===== src/rtl/dadda_ctrl_pkg.sv =====
// Shared types and constants for the arbitrated approximate 8x8 Dadda multiplier.
// Request/response records carry a requester ID sized for the largest legal N_REQ (8).
package dadda_ctrl_pkg;

    localparam int OP_W     = 8;
    localparam int MASK_W   = 16;
    localparam int RES_W    = 17;
    localparam int PP_W     = 2 * OP_W;
    localparam int ID_MAX_W = 3;

    // Each mask bit keeps or drops one partial-product column; all ones is exact.
    localparam logic [MASK_W-1:0] EXACT_M = 16'hFFFF;

    typedef struct packed {
        logic [OP_W-1:0]     a;
        logic [OP_W-1:0]     b;
        logic [MASK_W-1:0]   m;
        logic [ID_MAX_W-1:0] id;
    } mul_req_t;

    typedef struct packed {
        logic [RES_W-1:0]    res;
        logic [ID_MAX_W-1:0] id;
    } mul_rsp_t;

    typedef struct packed {
        logic [PP_W-1:0] s;
        logic [PP_W-1:0] c;
    } csa_t;

    // 3:2 carry-save compressor over whole rows.
    function automatic csa_t csa3(input logic [PP_W-1:0] x,
                                  input logic [PP_W-1:0] y,
                                  input logic [PP_W-1:0] z);
        csa_t r;
        r.s = x ^ y ^ z;
        r.c = ((x & y) | (x & z) | (y & z)) << 1;
        return r;
    endfunction

endpackage


===== src/rtl/dadda8_CLA.sv =====
// Approximate 8x8 multiplier: masked partial products, Dadda-height reduction (8-6-4-3-2)
// and a 16-bit carry-lookahead final adder producing a 17-bit result.
module dadda8_CLA
    import dadda_ctrl_pkg::*;
(
    input  logic [OP_W-1:0]   a,
    input  logic [OP_W-1:0]   b,
    input  logic [MASK_W-1:0] m,
    output logic [RES_W-1:0]  res
);

    logic [PP_W-1:0] pp [OP_W];
    csa_t l1a, l1b, l2a, l2b, l3, l4;

    always_comb begin
        for (int j = 0; j < OP_W; j++) begin
            pp[j] = (PP_W'(a & {OP_W{b[j]}}) << j) & m;
        end
    end

    assign l1a = csa3(pp[0], pp[1], pp[2]);
    assign l1b = csa3(pp[3], pp[4], pp[5]);
    assign l2a = csa3(l1a.s, l1a.c, l1b.s);
    assign l2b = csa3(l1b.c, pp[6], pp[7]);
    assign l3  = csa3(l2a.s, l2a.c, l2b.s);
    assign l4  = csa3(l3.s, l3.c, l2b.c);

    // Two-level lookahead: group generate/propagate across four 4-bit groups.
    function automatic logic [RES_W-1:0] cla16(input logic [PP_W-1:0] x,
                                               input logic [PP_W-1:0] y);
        logic [PP_W-1:0] g, p, c;
        logic [3:0]      gg, pg, gc;
        logic            cout;
        g = x & y;
        p = x ^ y;
        for (int k = 0; k < 4; k++) begin
            gg[k] = g[4*k+3] | (p[4*k+3] & g[4*k+2]) | (p[4*k+3] & p[4*k+2] & g[4*k+1])
                  | (p[4*k+3] & p[4*k+2] & p[4*k+1] & g[4*k]);
            pg[k] = &p[4*k +: 4];
        end
        gc[0] = 1'b0;
        gc[1] = gg[0];
        gc[2] = gg[1] | (pg[1] & gg[0]);
        gc[3] = gg[2] | (pg[2] & gg[1]) | (pg[2] & pg[1] & gg[0]);
        cout  = gg[3] | (pg[3] & gg[2]) | (pg[3] & pg[2] & gg[1]) | (pg[3] & pg[2] & pg[1] & gg[0]);
        c = '0;
        for (int k = 0; k < 4; k++) begin
            c[4*k] = gc[k];
            for (int i = 0; i < 3; i++) begin
                c[4*k+i+1] = g[4*k+i] | (p[4*k+i] & c[4*k+i]);
            end
        end
        return {cout, p ^ c};
    endfunction

    assign res = cla16(l4.s, l4.c);

endmodule


===== src/rtl/rr_arbiter.sv =====
// Round-robin arbiter: search starts at rr_ptr and wraps; pointer moves past each grant.
// Grants are only issued while en is high.
module rr_arbiter #(
    parameter int N    = 4,
    parameter int ID_W = $clog2(N)
) (
    input  logic            clk,
    input  logic            rst_n,
    input  logic [N-1:0]    req,
    input  logic            en,
    output logic [N-1:0]    gnt,
    output logic [ID_W-1:0] gnt_id
);

    logic [ID_W-1:0] rr_ptr;
    logic            found;
    int              idx;

    // NOTE: every variable assigned in always_comb gets a default first, so no path leaves it holding (no latch).
    always_comb begin
        found  = 1'b0;
        gnt_id = '0;
        idx    = 0;
        for (int k = 0; k < N; k++) begin
            idx = int'(rr_ptr) + k;
            if (idx >= N) idx = idx - N;
            if (!found && req[idx]) begin
                found  = 1'b1;
                gnt_id = ID_W'(idx);
            end
        end
        gnt = '0;
        if (en && found) gnt[gnt_id] = 1'b1;
    end

    // NOTE: registered state uses non-blocking assignments so every flop samples pre-edge values.
    always_ff @(posedge clk) begin
        if (!rst_n) begin
            rr_ptr <= '0;
        end else if (en && found) begin
            rr_ptr <= (gnt_id == ID_W'(N - 1)) ? '0 : gnt_id + 1'b1;
        end
    end

endmodule


===== src/rtl/dadda8_mul_arbiter.sv =====
// Shares one dadda8_CLA among N_REQ requesters: round-robin grant into s1, multiply,
// register into s2, return tagged responses in grant order.
module dadda8_mul_arbiter
    import dadda_ctrl_pkg::*;
#(
    parameter int N_REQ = 4,
    parameter int ID_W  = $clog2(N_REQ)
) (
    input  logic                    clk,
    input  logic                    rst_n,
    input  logic [N_REQ-1:0]        req_valid,
    output logic [N_REQ-1:0]        req_ready,
    input  logic [N_REQ*OP_W-1:0]   req_a,
    input  logic [N_REQ*OP_W-1:0]   req_b,
    input  logic [N_REQ*MASK_W-1:0] req_m,
    output logic                    rsp_valid,
    input  logic                    rsp_ready,
    output logic [ID_W-1:0]         rsp_id,
    output logic [RES_W-1:0]        rsp_res
);

    logic             s1_valid, s2_valid;
    mul_req_t         s1_req, in_req;
    mul_rsp_t         s2_rsp;
    logic             adv, arb_en;
    logic [N_REQ-1:0] gnt;
    logic [ID_W-1:0]  gnt_id;
    logic [RES_W-1:0] mul_res;

    assign adv    = !s2_valid || rsp_ready;
    assign arb_en = adv && rst_n;

    rr_arbiter #(.N(N_REQ), .ID_W(ID_W)) u_arb (
        .clk    (clk),
        .rst_n  (rst_n),
        .req    (req_valid),
        .en     (arb_en),
        .gnt    (gnt),
        .gnt_id (gnt_id)
    );

    assign req_ready = gnt;

    always_comb begin
        in_req.a  = req_a[int'(gnt_id)*OP_W +: OP_W];
        in_req.b  = req_b[int'(gnt_id)*OP_W +: OP_W];
        in_req.m  = req_m[int'(gnt_id)*MASK_W +: MASK_W];
        in_req.id = ID_MAX_W'(gnt_id);
    end

    // The multiplier sits alone between the s1 and s2 registers.
    dadda8_CLA u_mul (
        .a   (s1_req.a),
        .b   (s1_req.b),
        .m   (s1_req.m),
        .res (mul_res)
    );

    always_ff @(posedge clk) begin
        if (!rst_n) begin
            s1_valid <= 1'b0;
            s1_req   <= '0;
            s2_valid <= 1'b0;
            s2_rsp   <= '0;
        end else if (adv) begin
            s2_valid   <= s1_valid;
            s2_rsp.res <= mul_res;
            s2_rsp.id  <= s1_req.id;
            s1_valid   <= |gnt;
            if (|gnt) s1_req <= in_req;
        end
    end

    assign rsp_valid = s2_valid;
    assign rsp_id    = s2_rsp.id[ID_W-1:0];
    assign rsp_res   = s2_rsp.res;

    // Upper ID bits are spare when N_REQ is below the maximum.
    logic unused_id_bits;
    assign unused_id_bits = ^s2_rsp.id;

endmodule


===== config.mk =====
export PLATFORM = sky130hd
export DESIGN_NAME = dadda8_mul_arbiter
export DESIGN_NICKNAME = d
export VERILOG_FILES = /design/src/rtl/dadda_ctrl_pkg.sv /design/src/rtl/dadda8_CLA.sv /design/src/rtl/rr_arbiter.sv /design/src/rtl/dadda8_mul_arbiter.sv
export SDC_FILE = /design/constraint.sdc
export NUM_CORES = 1
export LEC_CHECK = 0
export ABC_AREA = 1
export BUFFER_PORTS_ARGS = -buffer_cell sky130_fd_sc_hd__buf_2
export CAP_MARGIN = 15
export CORE_MARGIN = 2
export CORE_UTILIZATION = 30
export CTS_CLUSTER_DIAMETER = 30
export DETAILED_ROUTE_END_ITERATION = 12
export PLACE_DENSITY = 0.58
export SYNTH_ARGS = -nofsm -noshare
export SYNTH_HDL_FRONTEND = slang
export SYNTH_SLANG_ARGS = --single-unit

===== constraint.sdc =====
create_clock -name clk -period 8.8 [get_ports clk]
set_clock_uncertainty 0.2 [all_clocks]
set_input_delay 0.88 -clock clk [delete_from_list [all_inputs] [get_ports clk]]
set_output_delay 0.88 -clock clk [all_outputs]
set_load 0.02 [all_outputs]

==> flow_summary.toml, run 1 <==
[grt]
antenna_found_initial = 0
grt_overflow = 0
grt_busiest_layer = "met2"
met1_usage = 0.219
grt.total_usage = 0.152
use_met3 = 0.0207
met2_usage = 0.242
grt_pass1_wl_um = 27800
grt_pass1_vias = 5833
grt_max_degree = 67

[place]
port_buffers = 154
dp_hpwl_um = 12200
gp_congestion = 0.886
dp.cells = 1318

[logic_synthesis]
async_flop_share = 0
synth_area_leader_cell = "dfxtp_1"
yosysWarnings = 0
syn_area_um2 = 6040
synthTopCellsByArea = "dfxtp_1 (19%), inv_1 (17%), fa_1 (15%)"
synth_edf_count = 0
netlist_instances = 942
seq_area_frac_synth = 0.186
syn_nets = 1151
ys.flop_type = "dfxtp_1"
synth_top_cell_area_share = 0.186
yosys.cell_types.count = 30
synth_area_per_cell_um2 = 6.41
ys_seq_elements = 56

[clocking]
worstSkewPairLatency_ps = 290
clock_path_buffers = 2
post_cts_buffers = 0
cts_tree = "done"
cts_resized = 0
h-tree-depth = 2
hold_buffers = 0
cts_sinks = 56
cts_buffers = 5
root_buffer = "clkbuf_16"
clk_pin_slew_ps = 70

[critical_path]
arrival_ps = 5580
cp_top_family = "adder cells"
path_max_fanout = 7
crit_top_cell = "fa_1"
cp-start-kind = "register"
slowest_stage = "fa_1"
path_cells = "inv_1, nor3_1, fa_1, inv_1, fa_1, fa_1, inv_1, fa_1, ha_1, a21oi_1, o2111ai_1, fa_1, fa_1, fa_1, o21ai_0, nor2_1"
crit_path_max_incr_delay_ps = 550
end_kind = "register"
worst-setup-path-type = "reg2reg"
cp.required_ps = 8780
cp.buffers_inverters = 3

[sta]
relSlewSlack = 0.376
max_slew.worst_pin.slew_ps = 933
holdWs_ps = 277
fmax_mhz = 179
rsz0062_at_grt = "no"
setup_viol = 0
slew_violations = 0
timing.final.crit_share = 0.636
min_period_ps = 5600
hold_viol_final = 0
setup_tns_ps = 0

[floorplanning]
die_area_um2 = 21300
ios = 159
start_util = 0.308
core_um2 = 19600
rows = 51
die_w_um = 146
dieHeight_um = 146

[layout]
stdcell_count = 1326
multiInputGateArea_um2 = 3620
layout.nets = 1269
antenna_cells = 0
fillers = 2212
drive_gt1_frac = 0.168
syn_to_final_growth_pct = 17.4
final_cell_mix = "inv_1 (272), buf_2 (154), nand2_1 (139), nand3_1 (121), nand4_1 (63)"
mostFrequentLayoutCell = "inv_1"
final_util = 0.362
final-seq-area_um2 = 1120

[power]
power_density_nw_per_um2 = 333
p_leak_nw = 4.29
p_total_mw = 2.36
peakVddDrop_uv = 290

[routing]
drt-vias-per-instance = 4.56
wirelength_um = 15900
drc = 0
ant_nets = 0
drtIter0Drc = 366
first_pass_iters = 4
routed-via-count = 6040
routedWlPerCell_um = 12.0

[run_status]
outcome = "completed"

[worst_hold_path]
hp-class = "reg2reg"

[flow_run]
cap_violations = 0
[area by class of cell]
class | instances | area share
clock buffer | 6 | 0.0182
multi-input combinational | 561 | 0.511
inverter | 276 | 0.146
tap | 265 | 0.0468
clock inverter | 2 | 0.00494
sequential | 56 | 0.158
timing repair buffer | 160 | 0.115
[registers in the layout (all words and copies together), names as in the netlist]
register,count
s1_valid,1
u_arb.rr_ptr,2
rsp_res,17
rsp_id,2
rsp_valid,1
s1_req,33
[metrics by stage]
step	setup slack, ps	area [um^2]
2_1_floorplan	3530	6040
3_3_place_gp	3200	6930
3_5_place_dp	3180	6930
4_1_cts	3170	7090
5_1_grt	2860	7090
6_report	3200	7090
[synth_stat cells (2+ instances only)]
cell type	n
clkbuf_1	21
dfxtp_1	56
xnor2_1	2
buf_6	5
inv_2	2
fa_1	45
nand4_1	63
inv_1	272
buf_2	13
ha_1	29
o21ai_1	32
nand2_2	3
nand3_2	2
a21oi_1	14
nand2_1	139
o21ai_0	24
buf_1	3
nor2_1	35
clkinv_1	2
buf_4	7
nand3_1	122
nor3_1	43
[layer usage]
metal / up-vias / routed length, um
met5: - / 0
met3: 10 / 877
li1: 3158 / -
met4: 0 / 161
met2: 174 / 7070
met1: 2698 / 7830
[power by group]
part | internal, mW | leakage, nW | switching [mW]
Clock | 0.134 | 0.0808 | 0.0883
Combinational | 0.534 | 3.75 | 1.19
Sequential | 0.336 | 0.461 | 0.0730
Total | 1.00 | 4.29 | 1.36
[cell families (layout without fill, tap and decap cells)]
family | count (synthesis) | in the layout | synth area share
XOR/XNOR | 3 | 3 | 0.00435
adder cells (fa/ha/maj) | 74 | 74 | 0.209
flip-flops | 56 | 56 | 0.186
buffers and inverters | 325 | 444 | 0.215
AND/OR/NAND/NOR | 408 | 408 | 0.319
AO/OA/AOI/OAI | 76 | 76 | 0.0667
[worst paths after layout]
kind	startpoint	to	slack [ps]	cells after the start
max	s1_req[24]	rsp_res[14]	3200	16
min reg2reg	rsp_res[12]	rsp_res[12]	280	2
min	rsp_res[12]	rsp_res[12]	280	2
max reg2reg	s1_req[24]	rsp_res[14]	3200	16
[worst reg2reg max path: cells and delay by family, from the launching register on]
kind / cells / cell delay (ps)
compound gates: 3 / 610
flops: 1 / 330
buf+inv: 3 / 340
fa+ha+maj: 8 / 3830
simple gates: 2 / 170
(Power assumes the default switching activity.)
==> inputs of run 2 (changes only) <==
==> constraint.sdc (replaced) <==
create_clock -name clk -period 5.5 [get_ports clk]
set_clock_uncertainty 0.2 [all_clocks]
set_input_delay 0.55 -clock clk [delete_from_list [all_inputs] [get_ports clk]]
set_output_delay 0.55 -clock clk [all_outputs]
set_load 0.02 [all_outputs]
==> flow_summary.toml, run 2 (synthesized netlist as in run 1, its figures left out) <==
[floorplanning]
ios = 159
start_util = 0.308
dieHeight_um = 146
die_w_um = 146
core_um2 = 19600
rows = 51
die_area_um2 = 21300

[sta]
slew_violations = 0
hold_viol_final = 0
setup_viol = 0
worst_slack_ps = 272
fmax_mhz = 191
min_period_ps = 5230
max_slew.worst_pin.slew_ps = 861
timing.final.crit_share = 0.951
relSlewSlack = 0.426
rsz0062_at_grt = "no"

[power]
peakVddDrop_uv = 368
p_int_mw = 1.64
power_density_nw_per_um2 = 521
p_leak_nw = 4.41
power.share.switching = 0.575
seqPwrFrac = 0.170
combPwrFrac = 0.748
switchingPower_mw = 2.21
clkPwrFrac = 0.083

[critical_path]
cp_top_family = "adder cells"
path_cells = "buf_4, nand3_1, fa_1, fa_1, fa_1, inv_1, fa_1, ha_1, a21oi_2, o2111ai_2, fa_2, fa_1, fa_1, xnor2_1, a21oi_1"
r2r_end = "rsp_res[15]"
cp-start-kind = "register"
path_max_fanout = 4
end_kind = "register"
r2r_cells = 15
slowest_stage = "fa_1"
endpoint = "rsp_res[15]"
crit_path_start = "s1_req[10]"
reg2reg_from = "s1_req[10]"
rrSetupSlack_ps = 270
crit_path_max_incr_delay_ps = 540
crit_top_cell = "fa_1"
worst-setup-path-type = "reg2reg"
crit_cells = 15
cp.buffers_inverters = 2
arrival_ps = 5190
cp.required_ps = 5460

[grt]
grt_pass1_wl_um = 27400
antenna_found_initial = 0
grt_pass1_vias = 5752
grt_max_degree = 66
grt.total_usage = 0.151
grt_overflow = 0

[routing]
wirelength_um = 16000
drtIter0Drc = 303
routedWlPerCell_um = 11.9
drt-vias-per-instance = 4.51
routed-via-count = 6073
drc = 0
ant_nets = 0
first_pass_iters = 4

[run_status]
outcome = "completed"

[place]
dp_hpwl_um = 12400
placed_area_um2 = 7060
port_buffers = 154
gp_congestion = 0.857
dp_slack_ps = -56.1

[layout]
antenna_cells = 0
top_register = "s1_req"
layout.nets = 1291
final_cell_area_um2 = 7380
final_cell_mix = "inv_1 (267), buf_2 (154), nand2_1 (139), nand3_1 (121), nand4_1 (63)"
syn_to_final_growth_pct = 22.2
largest_reg_flops = 33
final_util = 0.377
drive_gt1_frac = 0.214
mostFrequentLayoutCell = "inv_1"

[worst_hold_path]
hp-class = "reg2reg"

[clocking]
clock_path_buffers = 2
cts_buffers = 5
h-tree-depth = 2
cts_sinks = 56
root_buffer = "clkbuf_16"
cts_tree = "done"
clk_pin_slew_ps = 70
worstSkewPairLatency_ps = 300
hold_buffers = 0

[flow_run]
cap_violations = 0
-- run 2: cell count changes in the layout (fill, tap and decap cells not counted), sizes merged --
cell	previous run	this run
buf	160	182
clkinvlp	0	1
bufinv	1	0
-- run 2: cell type report --
type	count	area [um^2]
clock buffer	6	129
tap	265	332
sequential	56	1130
multi-input combinational	561	3750
timing repair buffer	182	985
fill	2186	12200
clock inverter	2	16.3
inverter	276	1040
-- run 2: per-layer routing --
metal  part of all wire  global-route usage  wire [um]
met1               0.50               0.222       8020
met4              0.010              0.0275        163
met5                  0                   0          0
met3              0.049              0.0182        792
met2               0.44               0.239       7060
-- run 2: through the flow --
stage                     std cells  hold slack (ps)  power (mW)  setup TNS [ps]
after floorplan                 942              233        2.95               0
after global placement         1336              251        3.49               0
after detailed placement       1336              258        3.51           -80.6
after CTS                      1344              270        3.86               0
after global routing           1348              309        4.33               0
final                          1348              264        3.85               0
-- run 2: power groups by stage --
| stage | clock, mW | combinational (mW) | sequential [mW] |
|---|---|---|---|
| after floorplan | 0 | 2.31 | 0.642 |
| after global placement | 0 | 2.84 | 0.652 |
| after detailed placement | 0 | 2.86 | 0.654 |
| after CTS | 0.334 | 2.88 | 0.646 |
| after global routing | 0.348 | 3.32 | 0.668 |
| final | 0.319 | 2.88 | 0.653 |
-- run 2: worst register-to-register path, delay by kind of cell, from the launching register on --
kind	cells	cell delay [ps]
adders and majority gates	8	3670
AOI/OAI and AO/OA	3	430
DFF	1	340
buffers and inverters	2	180
xor gates and xnor gates	1	170
and+or+nand+nor	1	90
-- run 2: how the worst min path moves through the flow --
| stage | cells after the start | from | end | slack (ps) |
|---|---|---|---|---|
| global placement | 2 | s1_valid | rsp_valid | 250 |
| CTS | 2 | s1_valid | rsp_valid | 270 |
| detailed placement | 2 | s1_valid | rsp_valid | 260 |
| floorplan | 2 | s1_valid | rsp_valid | 230 |
| finish | 2 | s1_valid | rsp_valid | 260 |
| global route | 2 | rsp_id[0] | rsp_id[0] | 310 |
-- run 2: timing repair --
action,in CTS,in global routing
buffers inserted,0,4
resized for setup,6,30
endpoints found under the setup margin,2,2
pin swaps,0,8
endpoints found under the hold margin,0,0
==> inputs of run 3 (changes only) <==
--- a/config.mk
+++ b/config.mk
@@ -6,7 +6,7 @@
 export NUM_CORES = 1
 export LEC_CHECK = 0
 export ABC_AREA = 1
-export BUFFER_PORTS_ARGS = -buffer_cell sky130_fd_sc_hd__buf_2
+export BUFFER_PORTS_ARGS = -buffer_cell sky130_fd_sc_hd__clkbuf_2
 export CAP_MARGIN = 15
 export CORE_MARGIN = 2
 export CORE_UTILIZATION = 30
==> flow_summary.toml, run 3 (synthesized netlist as in run 1, its figures left out) <==
[run_status]
outcome = "completed"

[flow_run]
cap_violations = 0

[grt]
grt.total_usage = 0.155
grt_max_degree = 66
antenna_found_initial = 0
grt_pass1_vias = 6050
grt_pass1_wl_um = 28200
grt_overflow = 0

[critical_path]
end_kind = "register"
crit_top_cell = "fa_1"
rrSetupSlack_ps = 310
cp-start-kind = "register"
crit_path_max_incr_delay_ps = 550
arrival_ps = 5170
slowest_stage = "fa_1"
crit_path_start = "s1_req[10]"
crit_cells = 16
cp.buffers_inverters = 3
path_cells = "inv_2, nor3_2, fa_1, inv_1, fa_1, fa_1, inv_1, fa_1, ha_1, a21oi_2, o2111ai_2, fa_2, fa_2, fa_1, o21ai_0, nor2_1"
reg2reg_from = "s1_req[10]"
r2r_cells = 16
endpoint = "rsp_res[14]"
cp.required_ps = 5480
path_max_fanout = 5
r2r_end = "rsp_res[14]"
cp_top_family = "adder cells"
worst-setup-path-type = "reg2reg"

[floorplanning]
dieHeight_um = 146
rows = 51
start_util = 0.308
die_w_um = 146
core_um2 = 19600
die_area_um2 = 21300
ios = 159

[routing]
wirelength_um = 16200
routed-via-count = 6136
ant_nets = 0
routedWlPerCell_um = 12.0
drt-vias-per-instance = 4.56
drtIter0Drc = 319
drc = 0
first_pass_iters = 5

[place]
dp_slack_ps = -16.4
port_buffers = 154
dp_hpwl_um = 12600
gp_congestion = 0.851

[power]
power_density_nw_per_um2 = 526
p_leak_nw = 4.40
peakVddDrop_uv = 445

[clocking]
root_buffer = "clkbuf_16"
cts_sinks = 56
clk_pin_slew_ps = 70
cts_tree = "done"
hold_buffers = 0
cts_buffers = 5
h-tree-depth = 2
clock_path_buffers = 2
worstSkewPairLatency_ps = 300

[layout]
final_cell_mix = "inv_1 (268), clkbuf_2 (154), nand2_1 (139), nand3_1 (121), nand4_1 (63)"
top_register = "s1_req"
layout.nets = 1291
largest_reg_flops = 33
drive_gt1_frac = 0.210
mostFrequentLayoutCell = "inv_1"
fillers = 2184
final_util = 0.375
syn_to_final_growth_pct = 21.6
antenna_cells = 0

[sta]
timing.final.crit_share = 0.944
min_period_ps = 5190
setup_tns_ps = 0
worst_slack_ps = 310
setup_viol = 0
fmax_mhz = 193
hold_viol_final = 0
slew_violations = 0
max_slew.worst_pin.slew_ps = 891
rsz0062_at_grt = "no"
relSlewSlack = 0.404

[worst_hold_path]
hp-class = "reg2reg"
## run 3: layout make-up
class                   count  area [um^2]  area share
clock buffers               5          125      0.0170
clock inverters             2         16.3     0.00222
inverters                 276         1040       0.141
multi-input cells         561         3720       0.507
flip-flops and latches     56         1130       0.153
well taps                 265          332      0.0452
repair buffers            182          981       0.134
## run 3: per-stage QoR
| stage | area (um^2) | total power, mW | instances | hold slack, ps |
|---|---|---|---|---|
| after global placement | 7080 | 3.52 | 1339 | 251 |
| after CTS | 7240 | 3.87 | 1346 | 268 |
| after global routing | 7340 | 4.38 | 1347 | 301 |
| after floorplan | 6040 | 2.95 | 942 | 233 |
| final | 7340 | 3.86 | 1347 | 268 |
| after detailed placement | 7080 | 3.53 | 1339 | 254 |
## run 3: worst min path at each step
stage / from / endpoint / slack [ps] / cells after the start
detailed placement: s1_valid / rsp_valid / 250 / 2
global route: s1_valid / rsp_valid / 300 / 2
floorplan: s1_valid / rsp_valid / 230 / 2
global placement: s1_valid / rsp_valid / 250 / 2
finish: s1_valid / rsp_valid / 270 / 2
CTS: s1_valid / rsp_valid / 270 / 2
## run 3: timing repair
action	4_1_cts	5_1_grt
cloned	0	0
setup buffers	0	1
endpoints found under the setup margin	2	2
pin swaps	0	2
gates resized for setup	3	25
## run 3: routing by layer
metal  track usage  vias up  part of all wire
met4        0.0319        0            0.0091
met5             0        -                 0
li1              -     3202                 -
met2         0.254      180              0.45
met1         0.216     2743              0.49
met3        0.0219       11             0.052
## run 3: worst reg2reg max path, stage by stage (launching register included)
cell and delay [ps]:
dfxtp_1 330, inv_2 140, nor3_2 80, fa_1 540, inv_1 60, fa_1 520
fa_1 550, inv_1 50, fa_1 470, ha_1 330, a21oi_2 190, o2111ai_2 150
fa_2 380, fa_2 400, fa_1 470, o21ai_0 170, nor2_1 50
## run 3: power by group
| group | switching [mW] | internal (mW) |
|---|---|---|
| registers | 0.112 | 0.539 |
| logic | 1.95 | 0.937 |
| clock network | 0.151 | 0.168 |
